<file path="config.mk">
export PLATFORM = sky130hd
export DESIGN_NAME = traffic_phase_scheduler
export DESIGN_NICKNAME = d
export VERILOG_FILES = /design/src/rtl/traffic_phase_scheduler.sv
export SDC_FILE = /design/constraint.sdc
export NUM_CORES = 1
export LEC_CHECK = 0
export CAP_MARGIN = 20
export CORE_MARGIN = 2
export CORE_UTILIZATION = 45
export DETAILED_ROUTE_END_ITERATION = 10
export MAX_ROUTING_LAYER = met4
export SYNTH_ARGS = -nofsm -noshare
export SYNTH_HDL_FRONTEND = slang
export SYNTH_SLANG_ARGS = --single-unit
</file>
<file path="constraint.sdc">
create_clock -name fast_clk -period 4 [get_ports fast_clk]
set_input_delay 0.6 -clock fast_clk [delete_from_list [all_inputs] [get_ports fast_clk]]
set_output_delay 0.6 -clock fast_clk [all_outputs]
set_load 0.005 [all_outputs]
</file>
<file path="src/rtl/traffic_phase_scheduler.sv">
// traffic_phase_scheduler: RED->GREEN->YELLOW light sequencer with a 1 s prescaler,
// pedestrian GREEN cut and a 2-digit BCD countdown of the seconds left in the phase.
module traffic_phase_scheduler #(
    parameter int TICK_DIV  = 50_000_000,
    parameter int RED_S     = 10,
    parameter int GREEN_S   = 8,
    parameter int YELLOW_S  = 3,
    parameter int PED_CUT_S = 2
) (
    input  logic       fast_clk,
    input  logic       rst_n,
    input  logic       enable,
    input  logic       ped_req,
    output logic [0:2] light,
    output logic       clock,
    output logic [1:0] phase,
    output logic [7:0] remain_bcd,
    output logic       ped_ack
);
    localparam int PW = $clog2(TICK_DIV);

    typedef enum logic [1:0] {RED = 2'b00, GREEN = 2'b01, YELLOW = 2'b10, BAD = 2'b11} phase_t;

    logic [PW-1:0] r_presc;
    phase_t        r_phase;
    logic [6:0]    r_remain;
    logic [0:2]    r_light;
    logic          r_clock;
    logic          r_pending;
    logic          r_ack;
    logic          w_tick;

    assign w_tick = enable && (r_presc == PW'(TICK_DIV - 1));

    always_ff @(posedge fast_clk or negedge rst_n) begin
        if (!rst_n) begin
            r_presc   <= '0;
            r_phase   <= RED;
            r_remain  <= 7'(RED_S);
            r_light   <= 3'b100;
            r_clock   <= 1'b0;
            r_pending <= 1'b0;
            r_ack     <= 1'b0;
        end else begin
            r_clock   <= w_tick;
            r_ack     <= 1'b0;
            r_pending <= r_pending | ped_req;
            if (enable)
                r_presc <= w_tick ? '0 : r_presc + 1'b1;
            if (r_phase == BAD) begin
                r_phase  <= RED;
                r_remain <= 7'(RED_S);
                r_light  <= 3'b100;
            end else if (w_tick) begin
                if (r_remain == 7'd1) begin
                    case (r_phase)
                        RED: begin
                            r_phase  <= GREEN;
                            r_remain <= 7'(GREEN_S);
                            r_light  <= 3'b001;
                        end
                        GREEN: begin
                            r_phase  <= YELLOW;
                            r_remain <= 7'(YELLOW_S);
                            r_light  <= 3'b010;
                        end
                        default: begin
                            r_phase  <= RED;
                            r_remain <= 7'(RED_S);
                            r_light  <= 3'b100;
                            // a request arriving in the serving cycle counts as served too
                            if (r_pending) begin
                                r_pending <= 1'b0;
                                r_ack     <= 1'b1;
                            end
                        end
                    endcase
                end else if (r_phase == GREEN && r_pending && r_remain > 7'(PED_CUT_S)) begin
                    r_remain <= 7'(PED_CUT_S);
                end else begin
                    r_remain <= r_remain - 7'd1;
                end
            end
        end
    end

    assign light      = r_light;
    assign clock      = r_clock;
    assign phase      = r_phase;
    assign ped_ack    = r_ack;
    assign remain_bcd = {4'(r_remain / 7'd10), 4'(r_remain % 7'd10)};
endmodule

</file>
==> flow_metrics.env <==
export IMPL_status="completed"
export IMPL_core_area_um2=5140
export IMPL_cp_end_kind="primary output"
export IMPL_layout_common_cells="dfrtp_1, nor2_1, nand2_1"
export IMPL_grt_overflow_total=0
export IMPL_path_class="reg2out"
export IMPL_report_final_slew_viol_count=0
export IMPL_grt_pass1_wl_um=8830
export IMPL_ant_nets=0
export IMPL_htree_levels=2
export IMPL_cp_endpoint="remain_bcd[1]"
export IMPL_reg2reg_slack_ns=1.68
export IMPL_vias=1977
export IMPL_hold_viol=0
export IMPL_fp_row_count=26
export IMPL_grt_pass1_vias=1872
export IMPL_fmaxAchievable_mhz=263
export IMPL_synth_edf_count=0
export IMPL_reg2reg_from="r_remain[0]$_DFFE_PN0P_"
export IMPL_antenna_found_initial=0
export IMPL_port_buffer_count=18
export IMPL_yosys_mux_area_fraction=0.00465
export IMPL_yosys_area_share_adder=0.0310
export IMPL_synth_compound_area_frac=0.144
export IMPL_ctsHoldBuffers=0
export IMPL_clk_pin_slew_worst_paths_ns=0.08
export IMPL_netlist_instances=275
export IMPL_synth_cell_type_count=50
export IMPL_area_growth_pct=11.8
export IMPL_p_leak_uw=0.00110
export IMPL_drtIter0Drc=120
export IMPL_drt_total_wl_um=5180
export IMPL_synth_seq_cells=39
export IMPL_relSlewSlack=0.410
export IMPL_vias_per_cell=5.55
export IMPL_fin_util=0.527
export IMPL_synth_simple_area_share=0.271
export IMPL_cts_tree="done"
export IMPL_clk_latency_ns=0.29
export IMPL_crit_required_ns=3.40
export IMPL_clk_path_buf_depth=2
export IMPL_period_minus_slack_ns=3.80
export IMPL_synth_top_flop_cell="dfrtp_1"
export IMPL_syn_avg_cell_area_um2=8.81
export IMPL_first_pass_iters=4
export IMPL_critPathLaunchType="register"
export IMPL_synth_top_area_share=0.372
export IMPL_clkSinkCount=39
export IMPL_netlist_area_um2=2420
export IMPL_r2r_end="r_remain[1]$_DFFE_PN1P_"
export IMPL_io_pins=19
export IMPL_worst_ir_drop_vdd_uv=182
export IMPL_hold_class="in2async"
export IMPL_initial_core_util=0.472
export IMPL_cts_post_setup_buffers_inserted=0
export IMPL_path_max_fanout=19
export IMPL_synth_nets=285
export IMPL_dpl_hpwl_um=3590
export IMPL_cts_repair_resized=0
export IMPL_crit_arrival_ns=3.20
export IMPL_track_usage=0.188
export IMPL_die_x_um=77.4
export IMPL_worst_pin_slew_ns=0.885
export IMPL_synth_top_family_by_area="simple AND/OR/NAND/NOR gates"
export IMPL_period_share=0.950
export IMPL_finClkSkew_ns=0.00679
export IMPL_synth_area_leaders="dfrtp_1, xnor2_1, nand2_1, nor2_1, dfstp_2"
export IMPL_fin_tns_setup_ns=0
export IMPL_die_area_um2=5990
export IMPL_nFillCells=535
export IMPL_cp_startpoint="r_remain[3]$_DFFE_PN1P_"
export IMPL_synth_seq_area_share=0.404
export IMPL_p_per_area_nw_per_um2=304
export IMPL_ys_warn_count=0
export IMPL_drive_gt1_frac=0.0629
export IMPL_nNetsFinal=295
export IMPL_layout_commonest_cell="dfrtp_1"
export IMPL_multiInputGateArea_um2=1320
export IMPL_cts_root_buf="clkbuf_8"
export IMPL_synthXorXnorAreaFrac=0.0934
export IMPL_die_y_um=77.4
export IMPL_routedWlPerCell_um=14.5
export IMPL_cts_made_buffers=5
export IMPL_diodes=0
export IMPL_gp_congestion=0.865
export IMPL_rsz0062_at_grt="false"
export IMPL_yosys_area_top_type="dfrtp_1"
export IMPL_drv_cap=0
export IMPL_grt_start_max_net_pins=40
export IMPL_ys_async_sr_fraction=1.00
export IMPL_setup_viol=0
export IMPL_drc=0
export IMPL_rr_worst_depth=7
export IMPL_ff_latch_area_um2=980
kinds of logic (layout without fill, tap and decap cells):
logic type / count (synthesis) / in the layout
mux: 1 / 1
fa+ha+maj: 6 / 6
simple gates: 126 / 126
xor+xnor: 25 / 25
compound gates: 52 / 52
buf+inv: 26 / 37
flops: 39 / 39
final cells by class:
type                       count  area share
multi-input combinational    210       0.487
clock buffer                   8      0.0369
inverter                       9      0.0125
tap                           70      0.0323
timing repair buffer          20      0.0702
sequential                    39       0.361
metrics by stage:
step	hold slack [ns]	setup WS [ns]	cell area (um^2)	total power, uW	std cells
after floorplan	0.304	1.24	2420	516	275
after detailed placement	0.460	0.489	2610	538	348
after CTS	0.468	0.165	2710	833	356
after global placement	0.464	0.588	2610	537	348
final	0.432	0.199	2710	823	356
after global routing	0.515	0.0156	2710	863	356
worst max-delay path: stages, from the launching register on:
cell and delay (ns):
dfstp_2 0.73, or4b_1 0.46, a31oi_1 0.21, a221oi_2 0.08
ha_1 0.24, a221oi_1 0.30, a311o_1 0.25, xnor2_2 0.12
clkdlybuf4s50_1 0.51
power by group:
part           switching [uW]  internal [uW]  total, uW
Clock                     136            157        294
Sequential               25.9            426        452
Combinational            37.9           39.2       77.1
Total                     200            623        823
Yosys cell counts (all sizes together), types with 5 or more instances:
cell,number
buf,12
ha,6
a21oi,7
nand4,5
nand3,10
dfrtp,36
clkbuf,5
o21ai,18
nand2,28
nor2,28
inv,9
nor3,15
xnor2,19
and3,11
nor4,6
xor2,6
a31oi,5
routing by layer:
metal	wire [um]	GRT usage	share of wire
met1	2480	0.242	0.48
met2	2490	0.299	0.48
met3	150	0.0360	0.029
met4	57	0.0679	0.011
met5	0	-	0
flip-flops by register name (all words and copies together) (netlist names):
name,flops
phase,1
clock,1
ped_ack,1
r_remain,7
light,2
r_pending,1
r_presc,26
how the worst min path moves through the flow:
stage                                 startpoint                      end  slack [ns]  cells after the start
after floorplan                            rst_n          clock$_DFF_PN0_        0.30                      0
after global placement    r_presc[4]$_DFFE_PN0P_   r_presc[4]$_DFFE_PN0P_        0.46                      1
after detailed placement  r_presc[4]$_DFFE_PN0P_   r_presc[4]$_DFFE_PN0P_        0.46                      1
after CTS                                  rst_n  r_remain[6]$_DFFE_PN0P_        0.47                      1
after global routing                       rst_n   r_presc[2]$_DFFE_PN0P_        0.52                      1
final                                      rst_n   r_presc[0]$_DFFE_PN0P_        0.43                      1
Note: power is estimated with default switching activity, not from simulation.
